$ cat src/rtl/cdb_arbiter_pkg.sv
// Shared widths and tag encodings for the common data bus.
// Values mirror defines.v so every CDB consumer agrees on the tag format.
package cdb_arbiter_pkg;

  localparam int unsigned Data_Width      = 32;
  localparam int unsigned ROB_Entry_Width = 4;
  localparam int unsigned Reg_Lock_Width  = 5;

  // Tag value meaning "no producer"; a zero-extended ROB index never has the top bit set.
  localparam logic [Reg_Lock_Width-1:0] Reg_No_Lock = 5'b1_0000;

endpackage

$ cat src/rtl/rr_arbiter.sv
// Combinational round-robin arbiter: grants the first request at or above ptr, wrapping.
module rr_arbiter #(
  parameter int unsigned N  = 4,
  parameter int unsigned PW = $clog2(N)
) (
  input  logic [N-1:0]  req,
  input  logic [PW-1:0] ptr,
  input  logic          en,
  output logic [N-1:0]  gnt,
  output logic [PW-1:0] gnt_idx,
  output logic          any
);

  int unsigned j;

  // Scan upward from ptr modulo N and take the first active request.
  always_comb begin
    gnt     = '0;
    gnt_idx = '0;
    any     = 1'b0;
    j       = 0;
    for (int unsigned k = 0; k < N; k++) begin
      j = 32'(ptr) + k;
      if (j >= N) begin
        j = j - N;
      end
      if (en && !any && req[PW'(j)]) begin
        gnt[PW'(j)] = 1'b1;
        gnt_idx     = PW'(j);
        any         = 1'b1;
      end
    end
  end

endmodule

$ cat src/rtl/cdb_arbiter.sv
// Common Data Bus arbiter: picks one function-unit result per cycle (round robin)
// and broadcasts the winner's ROB tag and data on the following cycle.
module cdb_arbiter
  import cdb_arbiter_pkg::*;
#(
  parameter int unsigned N_REQ = 4,
  parameter int unsigned PTR_W = 2
) (
  input  logic                               clk,
  input  logic                               rst,
  input  logic [N_REQ-1:0]                   req_valid,
  input  logic [N_REQ*ROB_Entry_Width-1:0]   req_index,
  input  logic [N_REQ*Data_Width-1:0]        req_result,
  input  logic                               hold,
  input  logic                               flush,
  output logic [N_REQ-1:0]                   grnt,
  output logic [Reg_Lock_Width-1:0]          cdb_in_index,
  output logic [Data_Width-1:0]              cdb_in_result,
  output logic                               cdb_valid
);

  logic [PTR_W-1:0]           rr_ptr;
  logic [PTR_W-1:0]           gnt_idx;
  logic                       gnt_any;
  logic [ROB_Entry_Width-1:0] sel_index;
  logic [Data_Width-1:0]      sel_result;

  rr_arbiter #(
    .N  (N_REQ),
    .PW (PTR_W)
  ) u_rr_arbiter (
    .req     (req_valid),
    .ptr     (rr_ptr),
    .en      (!hold && !flush),
    .gnt     (grnt),
    .gnt_idx (gnt_idx),
    .any     (gnt_any)
  );

  // One-hot AND-OR select of the granted requester's packed slices.
  always_comb begin
    sel_index  = '0;
    sel_result = '0;
    for (int unsigned i = 0; i < N_REQ; i++) begin
      if (grnt[i]) begin
        sel_index  = sel_index  | req_index[i*ROB_Entry_Width +: ROB_Entry_Width];
        sel_result = sel_result | req_result[i*Data_Width +: Data_Width];
      end
    end
  end

  // Broadcast registers and round-robin pointer; flush idles the bus and rewinds the pointer.
  always_ff @(posedge clk or posedge rst) begin
    if (rst) begin
      cdb_in_index  <= Reg_No_Lock;
      cdb_in_result <= '0;
      cdb_valid     <= 1'b0;
      rr_ptr        <= '0;
    end else if (flush) begin
      cdb_in_index  <= Reg_No_Lock;
      cdb_valid     <= 1'b0;
      rr_ptr        <= '0;
    end else if (gnt_any) begin
      cdb_in_index  <= Reg_Lock_Width'(sel_index);
      cdb_in_result <= sel_result;
      cdb_valid     <= 1'b1;
      rr_ptr        <= (gnt_idx == PTR_W'(N_REQ - 1)) ? '0 : gnt_idx + 1'b1;
    end else begin
      // Result data holds while idle; only the tag marks the bus empty.
      cdb_in_index  <= Reg_No_Lock;
      cdb_valid     <= 1'b0;
    end
  end

endmodule

$ cat config.mk
export PLATFORM = sky130hd
export DESIGN_NAME = cdb_arbiter
export DESIGN_NICKNAME = d
export VERILOG_FILES = /design/src/rtl/cdb_arbiter_pkg.sv /design/src/rtl/rr_arbiter.sv /design/src/rtl/cdb_arbiter.sv
export SDC_FILE = /design/constraint.sdc
export NUM_CORES = 1
export LEC_CHECK = 0
export BUFFER_PORTS_ARGS = -buffer_cell sky130_fd_sc_hd__buf_2
export CAP_MARGIN = 0
export CORE_MARGIN = 1.5
export CORE_UTILIZATION = 37
export DETAILED_ROUTE_END_ITERATION = 7
export PLACE_DENSITY = 0.87
export SLEW_MARGIN = 20
export SYNTH_ARGS = -nofsm -noshare
export SYNTH_HDL_FRONTEND = slang
export SYNTH_SLANG_ARGS = --single-unit
$ cat constraint.sdc
create_clock -name clk -period 3.7 [get_ports clk]
set_clock_uncertainty 0.1 [all_clocks]
set_input_delay 0 -clock clk [delete_from_list [all_inputs] [get_ports clk]]
set_output_delay 0 -clock clk [all_outputs]
set_load 0.02 [all_outputs]
==> results of run 1 <==
[synthesized netlist by cell type (3+ instances only)]
| master | instances | share of area |
|---|---|---|
| a21oi_1 | 7 | 0.014 |
| a222oi_1 | 32 | 0.12 |
| a22oi_1 | 40 | 0.12 |
| buf_2 | 12 | 0.023 |
| buf_6 | 5 | 0.022 |
| dfrtp_1 | 39 | 0.38 |
| ha_1 | 7 | 0.034 |
| inv_1 | 3 | 0.0044 |
| mux4_2 | 4 | 0.035 |
| nand2_1 | 38 | 0.056 |
| nand3_1 | 6 | 0.012 |
| nand4_2 | 3 | 0.015 |
| o21ai_0 | 3 | 0.0059 |
[per-stage QoR]
stage	util	worst slack, ns
after global placement	0.527	0.631
after detailed placement	0.527	0.446
after floorplan	-	0.966
[cell families after synthesis]
family	Yosys count	share of synthesized area
buffers and inverters	24	0.0556
and+or+nand+nor	69	0.163
AOI/OAI and AO/OA	92	0.309
DFF	40	0.391
adders and majority gates	7	0.0342
muxes	7	0.0478
==> run summary, run 1 <==
Yosys
- **asr flop ratio synth** 1.00
- **most common flop cell mapped by yosys** dfrtp_1
- **number of cells produced by synthesis** 239
- **synthesized flop and latch total** 40
- **Warnings, synthesis** 0
- **net count after synthesis** 398
- **post-synthesis cell area** 2560 um2
- **count of distinct cell types in the synthesized netlist** 42
- **per-instance average area after synthesis** 10.7 um2
- **number of synthesized flops with an enable pin** 0
- **sequential area share after synthesis** 0.391

Outcome
- **last stage reached** clock tree synthesis
- **error that halted the flow** [ERROR RSZ-0060] Max buffer count reached.
- **outcome** stopped before the end

Clock network
- **root cell of the clock tree** clkbuf_8
- **H-tree level count** 2
- **number of buffers inserted for hold repair after clock tree synthesis** 102
- **CTS buffer count** 5
- **number of setup buffers added after CTS** 0
- **clk buf depth** 2
- **cells resized by post-CTS repair** 0
- **clk sink count** 40

Floorplan
- **Ports** 194
- **FP Rows** 30
- **Die Span Y** 86.2 um
- **width of the chip** 86.2 um
- **effective utilization at floorplan** 0.379

Placement
- **total instance count after detailed placement** 499
- **placed cell areas** 3560 um2
- **port buffer count** 193
- **post-DP HPWL** 6640 um
- **GP Congestion** 0.809

==> run 2: changes to the inputs <==
- CORE_UTILIZATION: 37 -> 22
- PLACE_DENSITY: 0.87 -> not set
- PLACE_DENSITY_LB_ADDON: not set -> 0.15
==> run summary, run 2 <==
Clock network
- **TritonCTS clock tree** done
- **root cell of the clock tree** clkbuf_16
- **CTS buffer count** 5, unchanged
- **clk buf depth** 2, unchanged
- **Reg clk slew, reported paths** 0.07 ns
- **H-tree level count** 2, unchanged
- **clk sink count** 40, unchanged
- **worst-skew pair later-pin latency** 0.28 ns

Yosys
- **per-instance average area after synthesis** 10.7 um2, unchanged
- **number of cells produced by synthesis** 239, unchanged
- **Warnings, synthesis** 0, unchanged
- **count of distinct cell types in the synthesized netlist** 42, unchanged
- **top area cells in the synthesized netlist** dfrtp_1 (38%), a222oi_1 (12%), a22oi_1 (12%)
- **number of synthesized flops with an enable pin** 0, unchanged
- **most common flop cell mapped by yosys** dfrtp_1
- **net count after synthesis** 398, unchanged
- **asr flop ratio synth** 1.00, unchanged
- **Commonest cells post-synth** a22oi_1 (40), dfrtp_1 (39), nand2_1 (38), a222oi_1 (32), buf_2 (12)
- **post-synthesis cell area** 2560 um2, unchanged
- **top-area cell type share of the netlist area** 0.381, unchanged
- **most used standard cell by instance count after synthesis** a22oi_1
- **cell type with the highest aggregate area in the netlist** dfrtp_1
- **synthesized flop and latch total** 40, unchanged
- **sequential area share after synthesis** 0.391, unchanged

Worst hold path
- **worst hold-check path type** input port to flip-flop

Final layout
- **layout filler cell count** 1134
- **largest registers** cdb_in_result: 32 flops, cdb_in_index: 5 flops, rr_ptr: 2 flops
- **leading cell type in the layout, fill and taps excluded** buf_2
- **n_diodes** 0
- **Area growth syn-to-layout** 87.7%
- **register with the most flip-flops** cdb_in_result
- **layout cell share with drive strength beyond 1** 0.440
- **# nets final** 681
- **flip-flop count of the largest register after layout** 32
- **commonest cells after routing, fill and taps aside** buf_2 (193), dlygate4sd3_1 (95), a22oi_1 (40), dfrtp_1 (39), nand2_1 (38)

Setup path
- **max incr delay on CP** 0.58 ns
- **crit start category** flip-flop
- **startpoint-to-endpoint class of the critical path** flip-flop to flip-flop
- **highest net fanout along the worst path** 11
- **flop-to-flop setup slack** 0.18 ns
- **cell with the biggest individual delay on the critical path** dlygate4sd3_1
- **Arr. time, crit path** 3.64 ns
- **critical path cell sequence** inv_1 -> ha_1 -> mux4_2 -> nor2b_4 -> nand4b_1 -> nand4_4 -> a22oi_1 -> dlygate4sd3_1 -> nand2_1 -> dlygate4sd3_1
- **Worst Path Required** 3.82 ns
- **category of the worst setup path capture point** flip-flop
- **CP most frequent cell** dlygate4sd3_1

STA
- **Final Slew Violations** 0
- **fin crit share** 0.951
- **Final Critical Period** 3.52 ns
- **FMAX** 0.284 GHz
- **setup repair after global routing missed its margin** no
- **headroom to the max-slew limit** 0.399
- **TNS Setup** 0 ns
- **transition time at the pin with the least slew margin** 0.900 ns
- **final setup violation count** 0
- **Final Hold Viols** 0

Placement
- **port buffer count** 193, unchanged
- **post-DP HPWL** 7340 um, +11%
- **GP Congestion** 0.825, +2.0%

Floorplan
- **Ports** 194, unchanged
- **width of the chip** 111 um, +29%
- **Die Span Y** 111 um, +29%
- **area of the die** 12300 um2
- **Core ar.** 11400 um2
- **effective utilization at floorplan** 0.225, -0.154
- **FP Rows** 39, +30%

Power and ir drop
- **power per cell area** 608 nW/um2
- **Max rail drop VDD** 0.262 mV
- **overall power of the completed layout** 2930 uW
- **Static Leak** 0.00236 uW

Detailed routing
- **drt first pass iters** 8
- **ratio of routed vias to standard cells** 5.02
- **DR WL/cell** 16.5 um
- **vias post-DR** 3342
- **number of DRC markers after the initial detailed-route iteration** 339
- **aggregate routed wire length** 11000 um
- **post-detailed-route count of antenna-violating nets** 0
- **DRC violation count after routing** 0

GRT
- **initial antenna violation count** 0
- **number of global-route vias before repair** 3394
- **global-route wire length before repair** 17600 um
- **all-layer global routing usage** 0.178
- **GRT Residual Overflow** 0
- **largest net degree at the start of global routing** 41

Outcome
- **outcome** finished clean

Run
- **number of maximum-capacitance violations** 0

[run 2: critical path, delay by kind of cell, from the launching register on]
kind | cells | cell delay (ns)
DFF | 1 | 0.34
buffers and inverters | 3 | 1.23
adders and majority gates | 1 | 0.42
muxes | 1 | 0.48
and+or+nand+nor | 4 | 0.75
AOI/OAI and AO/OA | 1 | 0.11
[run 2: what timing repair did]
item                       CTS  global route
hold endpoints to repair    77             0
gates resized for setup      0             1
setup endpoints to repair    0             4
hold buffers                95             0
buffers inserted             0             0
[run 2: cell type report]
class | count | area (um2) | area share
tap | 143 | 179 | 0.0372
clock inverter | 2 | 38.8 | 0.00806
inverter | 5 | 18.8 | 0.00390
multi-input combinational | 175 | 1430 | 0.297
sequential | 40 | 1000 | 0.208
timing repair buffer | 295 | 2010 | 0.417
clock buffer | 6 | 139 | 0.0289
[run 2: metal layers]
layer	GRT usage	share of wire	vias to the layer above	wire length (um)
met4	0.0359	0.011	0	126
met2	0.312	0.49	165	5440
met5	0	0	-	0
met3	0.0295	0.070	10	772
li1	-	-	1558	-
met1	0.230	0.42	1609	4670
[run 2: stage by stage]
stage                     instance area (um2)  utilization  worst slack, ns  hold slack, ns  cells
after floorplan                          2560            -            0.966          0.0272    239
after global placement                   3670        0.323            0.894           0.117    563
after detailed placement                 3670        0.323            0.878           0.126    563
after CTS                                4800        0.422            0.121           0.132    666
after global routing                     4810        0.423           0.0351           0.175    666
final                                    4810        0.423            0.181           0.138    666
[run 2: logic make-up after synthesis]
kind of cell,count (synthesis),share of synthesized area
simple gates,69,0.163
flops,40,0.391
buf+inv,24,0.0556
compound gates,92,0.309
mux,7,0.0478
fa+ha+maj,7,0.0342
[run 2: final timing paths]
| check | cells after the start | endpoint | startpoint |
|---|---|---|---|
| max in group asynchronous | 3 | cdb_in_result[31] | rst |
| min in group asynchronous | 3 | cdb_in_result[7] | rst |
| setup / recovery | 10 | cdb_in_index[0] | rr_ptr[1] |
| hold reg to reg | 2 | cdb_in_result[29] | cdb_in_result[29] |
| setup reg to reg | 10 | cdb_in_index[0] | rr_ptr[1] |
| hold / removal | 4 | rr_ptr[1] | hold |
[run 2: report_power, final]
part           internal (uW)  switching (uW)
registers                631            83.6
clock network            339             195
logic                    792             888
total                   1760            1170
No activity file was read; power rests on OpenSTA's default activity.
